$ cat config.mk
export PLATFORM = sky130hd
export DESIGN_NAME = dma_priority_arbiter_flat
export DESIGN_NICKNAME = d
export VERILOG_FILES = /design/src/rtl/dma_priority_arbiter_if.sv /design/src/rtl/dma_priority_arbiter.sv /design/src/flat_wrapper.sv
export SDC_FILE = /design/constraint.sdc
export NUM_CORES = 1
export LEC_CHECK = 0
export ABC_AREA = 1
export BUFFER_PORTS_ARGS = -buffer_cell sky130_fd_sc_hd__clkbuf_2
export CORE_MARGIN = 8
export CORE_UTILIZATION = 50
export CTS_BUF_LIST = sky130_fd_sc_hd__clkbuf_8 sky130_fd_sc_hd__clkbuf_16
export DETAILED_ROUTE_END_ITERATION = 10
export PLACE_DENSITY = 0.75
export SLEW_MARGIN = 40
export SYNTH_ARGS = -nofsm -noshare
export SYNTH_HDL_FRONTEND = slang
export SYNTH_SLANG_ARGS = --single-unit
$ cat constraint.sdc
create_clock -name CLK -period 5.7 [get_ports CLK]
set_clock_uncertainty 0.2 [all_clocks]
set_input_delay 1.14 -clock CLK [delete_from_list [all_inputs] [get_ports CLK]]
set_output_delay 1.14 -clock CLK [all_outputs]
set_load 0.02 [all_outputs]
$ cat src/rtl/dma_priority_arbiter_if.sv
// Bus-side signals of the DMA request/priority resolver: channel requests,
// command bits, CPU hold handshake and the acknowledge/service outputs.
interface dma_priority_arbiter_if #(
    parameter int NUM_CH = 4,
    parameter int CH_W   = 2
);
    logic [NUM_CH-1:0] DREQ;
    logic              HLDA;
    logic [NUM_CH-1:0] MASK;
    logic [NUM_CH-1:0] SW_REQ;
    logic              ROT_PRI;
    logic              CTRL_DISABLE;
    logic              DREQ_SENSE_LOW;
    logic              DACK_SENSE_HIGH;
    logic              XFER_DONE;
    logic              HRQ;
    logic [NUM_CH-1:0] DACK;
    logic [CH_W-1:0]   ACTIVE_CH;
    logic              SVC_VALID;

    // Arbiter side.
    modport master (
        input  DREQ, HLDA, MASK, SW_REQ, ROT_PRI, CTRL_DISABLE,
               DREQ_SENSE_LOW, DACK_SENSE_HIGH, XFER_DONE,
        output HRQ, DACK, ACTIVE_CH, SVC_VALID
    );

    // CPU / register file / timing-control side.
    modport slave (
        output DREQ, HLDA, MASK, SW_REQ, ROT_PRI, CTRL_DISABLE,
               DREQ_SENSE_LOW, DACK_SENSE_HIGH, XFER_DONE,
        input  HRQ, DACK, ACTIVE_CH, SVC_VALID
    );
endinterface

$ cat src/rtl/dma_priority_arbiter.sv
// 8237A-style request/priority resolver: synchronizes DREQ, negotiates the bus
// with HRQ/HLDA and grants one channel by fixed or rotating priority.
module dma_priority_arbiter #(
    parameter int NUM_CH = 4,
    parameter int CH_W   = 2
) (
    input logic                    CLK,
    input logic                    RESET,
    dma_priority_arbiter_if.master bus
);

    typedef enum logic [1:0] {
        S_IDLE,
        S_REQ,
        S_SVC,
        S_RELEASE
    } state_t;

    state_t            state;
    logic [NUM_CH-1:0] dreq_p0;
    logic [NUM_CH-1:0] dreq_p1;
    logic [NUM_CH-1:0] eff;
    logic [NUM_CH-1:0] grant;
    logic [CH_W-1:0]   active_ch;
    logic [CH_W-1:0]   rot_top;
    logic [CH_W-1:0]   winner;
    logic              hrq;
    logic              svc_valid;

    // Scan from base upward with wraparound; first requesting channel wins.
    function automatic logic [CH_W-1:0] pick_winner(
        input logic [NUM_CH-1:0] req,
        input logic [CH_W-1:0]   base
    );
        logic [CH_W-1:0] idx;
        logic            found;
        pick_winner = base;
        found       = 1'b0;
        for (int i = 0; i < NUM_CH; i++) begin
            idx = base + CH_W'(i);
            if (!found && req[idx]) begin
                pick_winner = idx;
                found       = 1'b1;
            end
        end
    endfunction

    always_comb begin
        eff = ((dreq_p1 ^ {NUM_CH{bus.DREQ_SENSE_LOW}}) & ~bus.MASK) | bus.SW_REQ;
    end

    // rot_top holds the highest-priority channel: the one after the last serviced.
    assign winner = pick_winner(eff, bus.ROT_PRI ? rot_top : '0);

    always_ff @(posedge CLK) begin
        if (!RESET) begin
            state     <= S_IDLE;
            hrq       <= 1'b0;
            grant     <= '0;
            svc_valid <= 1'b0;
            active_ch <= '0;
            rot_top   <= '0;
            dreq_p0   <= {NUM_CH{bus.DREQ_SENSE_LOW}};
            dreq_p1   <= {NUM_CH{bus.DREQ_SENSE_LOW}};
        end else begin
            // stage p0 -> p1: two-flop DREQ synchronizer
            dreq_p0 <= bus.DREQ;
            dreq_p1 <= dreq_p0;

            case (state)
                S_IDLE: begin
                    if ((|eff) && !bus.CTRL_DISABLE) begin
                        hrq   <= 1'b1;
                        state <= S_REQ;
                    end
                end
                S_REQ: begin
                    if (bus.HLDA) begin
                        if (|eff) begin
                            grant     <= {{(NUM_CH-1){1'b0}}, 1'b1} << winner;
                            active_ch <= winner;
                            svc_valid <= 1'b1;
                            state     <= S_SVC;
                        end else begin
                            hrq   <= 1'b0;
                            state <= S_RELEASE;
                        end
                    end else if (!(|eff)) begin
                        hrq   <= 1'b0;
                        state <= S_IDLE;
                    end
                end
                S_SVC: begin
                    // End of service wins over a simultaneous CPU revoke.
                    if (bus.XFER_DONE) begin
                        grant     <= '0;
                        svc_valid <= 1'b0;
                        hrq       <= 1'b0;
                        rot_top   <= active_ch + 1'b1;
                        state     <= S_RELEASE;
                    end else if (!bus.HLDA) begin
                        grant     <= '0;
                        svc_valid <= 1'b0;
                        hrq       <= 1'b0;
                        state     <= S_IDLE;
                    end
                end
                S_RELEASE: begin
                    hrq <= 1'b0;
                    if (!bus.HLDA) begin
                        state <= S_IDLE;
                    end
                end
                default: begin
                    state <= S_IDLE;
                end
            endcase
        end
    end

    assign bus.HRQ       = hrq;
    assign bus.DACK      = bus.DACK_SENSE_HIGH ? grant : ~grant;
    assign bus.ACTIVE_CH = active_ch;
    assign bus.SVC_VALID = svc_valid;

endmodule
$ cat src/flat_wrapper.sv
// flat-port wrapper written by rule: the top's interface ports become plain ports
module dma_priority_arbiter_flat 
#(
    parameter int NUM_CH = 4,
    parameter int CH_W   = 2
)
  (CLK, RESET, bus_DREQ, bus_HLDA, bus_MASK, bus_SW_REQ, bus_ROT_PRI, bus_CTRL_DISABLE, bus_DREQ_SENSE_LOW, bus_DACK_SENSE_HIGH, bus_XFER_DONE, bus_HRQ, bus_DACK, bus_ACTIVE_CH, bus_SVC_VALID);
  dma_priority_arbiter_if #(.NUM_CH(NUM_CH), .CH_W(CH_W)) bus_i ();
  input logic CLK;
  input logic RESET;
  input wire logic [$bits(bus_i.DREQ)-1:0] bus_DREQ;
  input wire logic [$bits(bus_i.HLDA)-1:0] bus_HLDA;
  input wire logic [$bits(bus_i.MASK)-1:0] bus_MASK;
  input wire logic [$bits(bus_i.SW_REQ)-1:0] bus_SW_REQ;
  input wire logic [$bits(bus_i.ROT_PRI)-1:0] bus_ROT_PRI;
  input wire logic [$bits(bus_i.CTRL_DISABLE)-1:0] bus_CTRL_DISABLE;
  input wire logic [$bits(bus_i.DREQ_SENSE_LOW)-1:0] bus_DREQ_SENSE_LOW;
  input wire logic [$bits(bus_i.DACK_SENSE_HIGH)-1:0] bus_DACK_SENSE_HIGH;
  input wire logic [$bits(bus_i.XFER_DONE)-1:0] bus_XFER_DONE;
  output wire logic [$bits(bus_i.HRQ)-1:0] bus_HRQ;
  output wire logic [$bits(bus_i.DACK)-1:0] bus_DACK;
  output wire logic [$bits(bus_i.ACTIVE_CH)-1:0] bus_ACTIVE_CH;
  output wire logic [$bits(bus_i.SVC_VALID)-1:0] bus_SVC_VALID;
  assign bus_i.DREQ = bus_DREQ;
  assign bus_i.HLDA = bus_HLDA;
  assign bus_i.MASK = bus_MASK;
  assign bus_i.SW_REQ = bus_SW_REQ;
  assign bus_i.ROT_PRI = bus_ROT_PRI;
  assign bus_i.CTRL_DISABLE = bus_CTRL_DISABLE;
  assign bus_i.DREQ_SENSE_LOW = bus_DREQ_SENSE_LOW;
  assign bus_i.DACK_SENSE_HIGH = bus_DACK_SENSE_HIGH;
  assign bus_i.XFER_DONE = bus_XFER_DONE;
  assign bus_HRQ = bus_i.HRQ;
  assign bus_DACK = bus_i.DACK;
  assign bus_ACTIVE_CH = bus_i.ACTIVE_CH;
  assign bus_SVC_VALID = bus_i.SVC_VALID;
  dma_priority_arbiter #(.NUM_CH(NUM_CH), .CH_W(CH_W)) u_core (.CLK(CLK), .RESET(RESET), .bus(bus_i));
endmodule
==> impl_metrics.yaml <==
critical_path:
  path_cells: "clkbuf_2 > xnor2_1 > clkbuf_2"
  r2r_end: "u_core.grant[1]"
  reg2reg_depth: 14
  start_kind: "input pin"
  cpMaxStageDelayCell: "clkbuf_2"
  crit_path_frequent_cell: "clkbuf_2"
  cp_data_arrival_time_ns: 1.61
  path_class: "in2out"
  cp_max_fo: 4
  slowest_delay_ns: 0.19
  regToRegSetupSlack_ns: 3.61
  endpoint_kind: "output pin"
  timing.rr.start: "u_core.rot_top[1]"
  crit_required_ns: 4.36
run:
  maxCapViolCount: 0
hold_path:
  hold_end: "u_core.dreq_p1[3]"
  hold_start: "u_core.dreq_p0[3]"
  hp-class: "reg2reg"
  min_path_cells: 2
finish:
  finish.utilization: 0.614
  fin_area_um2: 1490
  diodes: 0
  syn_to_final_growth_pct: 18.5
  nNetsFinal: 251
  drive_gt1_frac: 0.213
place:
  gp_congestion: 0.806
  io_buffer_count: 27
  post-dp-hpwl_um: 2140
  dpl_cell_area_um2: 1420
yosys:
  synth_top_area_share: 0.318
  synth_area_um2: 1260
  synth-seq-area-share: 0.318
  synth_edf_count: 0
  yosysMostFrequentCell: "nand2_1"
  ys.flop_type: "dfxtp_1"
  synth_common_cells: "nand2_1 (70), nand3_1 (29), inv_1 (24), dfxtp_1 (20), nor2_1 (13)"
  yosys-top-cells-area: "dfxtp_1 (32%), nand2_1 (21%), nand3_1 (12%), inv_1 (7.1%), nor2_1 (3.9%)"
  synth-async-reset-ratio: 0
  avgSynthCellArea_um2: 6.24
  synth_cell_types: 29
  synth_seq_cells: 20
  netlist_instances: 202
  synth_area_leader_cell: "dfxtp_1"
  yosysWarnings: 0
  syn_nets: 222
clock_tree:
  hold_buffers: 0
  cts.clk_slew.worst_paths_ns: 0.07
  clock_path_buffers: 2
  postCtsSetupBuffers: 0
  clock_sinks: 20
  insertion_delay_ns: 0.25
  h-tree-depth: 1
  cts_resized: 0
  cts_buffers: 3
  cts-root-buf: "clkbuf_8"
  cts_tree: "built"
grt:
  antenna_found_initial: 0
  overflow: 0
  grt_pass1_wl_um: 4580
  grt_max_degree: 13
  grt_usage: 0.127
  first_global_vias: 1159
sta:
  whs_ns: 0.225
  rsz0062_at_grt: "false"
  slew_viol_final: 0
  timing.slew.headroom: 0.693
  min_period_ns: 2.95
  post-route-period-util: 0.518
  finalHoldViolations: 0
  setup_tns_ns: 0
  finalSetupViolCount: 0
  worstMarginPinSlew_ns: 0.460
  fmax_ghz: 0.338
routing:
  wirelength_um: 2720
  drcViolationCount: 0
  wire_per_inst_um: 10.5
  dr_total_vias: 1299
  postRouteAntennaNets: 0
  firstDrtPassIters: 5
  drt_iter0_drc: 64
  vias_per_cell: 5.00
power:
  power_mw: 0.377
  powerDensity_nw_per_um2: 252
  irDropWorstVdd_mv: 0.254
  power.leakage_nw: 0.791
outcome:
  status: "finished clean"
floorplanning:
  start_util: 0.518
  core_um2: 2430
  die_y_um: 66.2
  rows: 18
  die_area_um2: 4380
  io_pins: 28
  die_x_um: 66.2
-- worst max-delay path: cells and delay by family --
family                    cells  cell delay [ns]
xor gates and xnor gates      1             0.15
buffers and inverters         2             0.32
-- layout by cell type (no fill, tap or decap) --
cell type  synthesis  routed
dfxtp_1           20      20
a21oi_1            6       6
clkbuf_2           0      27
a21oi_4            1       1
bufinv_16          0       1
o221ai_1           1       1
nand2_2            6       6
inv_2              2       2
xnor2_1            4       4
or2_2              1       1
clkinv_1           1       1
clkbuf_8           0       3
o21ai_4            1       1
nand4_1            2       2
a21oi_2            2       2
a31oi_1            2       2
o2111ai_1          1       1
inv_4              1       1
clkinv_2           1       1
a211oi_1           1       1
xor2_1             1       1
nand3_2            1       1
o21ai_1            2       2
o21ai_0            3       3
nand2_1           70      70
a32oi_1            1       1
nand3_1           29      29
nor2_1            13      13
nand2_4            1       1
nor2_2             1       1
inv_1             24      24
-- worst max path at each step --
| stage | start | end |
|---|---|---|
| 2_1_floorplan | bus_DACK_SENSE_HIGH | bus_DACK[0] |
| 3_3_place_gp | bus_ROT_PRI | u_core.grant[3] |
| 3_5_place_dp | bus_DACK_SENSE_HIGH | bus_DACK[1] |
| 4_1_cts | bus_DACK_SENSE_HIGH | bus_DACK[1] |
| 5_1_grt | bus_DACK_SENSE_HIGH | bus_DACK[0] |
| 6_report | bus_DACK_SENSE_HIGH | bus_DACK[2] |
-- area by class of cell --
cell class                      count  area (um^2)
Inverter                           29          113
Tap cell                           30         37.5
Clock buffer                        3         41.3
Sequential cell                    20          400
Fill cell                         241          940
Clock inverter                      1         30.0
Timing Repair Buffer               27          135
Multi-Input combinational cell    150          736
-- report_power, final --
| part | leakage, nW | total [mW] | internal [mW] | switching [mW] |
|---|---|---|---|---|
| clock | 0.0357 | 0.138 | 0.0936 | 0.0440 |
| combinational | 0.590 | 0.0830 | 0.0301 | 0.0529 |
| sequential | 0.165 | 0.156 | 0.150 | 0.00608 |
| total | 0.791 | 0.377 | 0.274 | 0.103 |
-- kinds of logic after synthesis --
family                    synth area share
xor gates and xnor gates            0.0348
and+or+nand+nor                      0.429
buffers and inverters               0.0983
DFF                                  0.318
AOI/OAI and AO/OA                    0.120
-- registers in the layout, indices dropped and copies added, names as in the netlist --
| register | cells |
|---|---|
| u_core.rot_top | 2 |
| u_core.dreq_p1 | 4 |
| u_core.bus.SVC_VALID | 1 |
| u_core.bus.HRQ | 1 |
| u_core.state | 2 |
| u_core.bus.ACTIVE_CH | 2 |
| u_core.dreq_p0 | 4 |
| u_core.grant | 4 |
-- per-layer routing --
layer	global-route usage	vias up	routed length, um	share of wire
li1	-	698	-	-
met1	0.155	570	1330	0.49
met2	0.210	27	1240	0.46
met3	0.0288	4	127	0.047
met4	0.0480	0	26	0.0096
met5	0	-	0	0
-- per-stage QoR --
step / instances / setup WS, ns
after floorplan: 202 / 2.68
after global placement: 256 / 2.75
after detailed placement: 256 / 2.74
after CTS: 260 / 2.74
after global routing: 260 / 2.71
final: 260 / 2.75
Note: power is estimated with default switching activity, not from simulation.
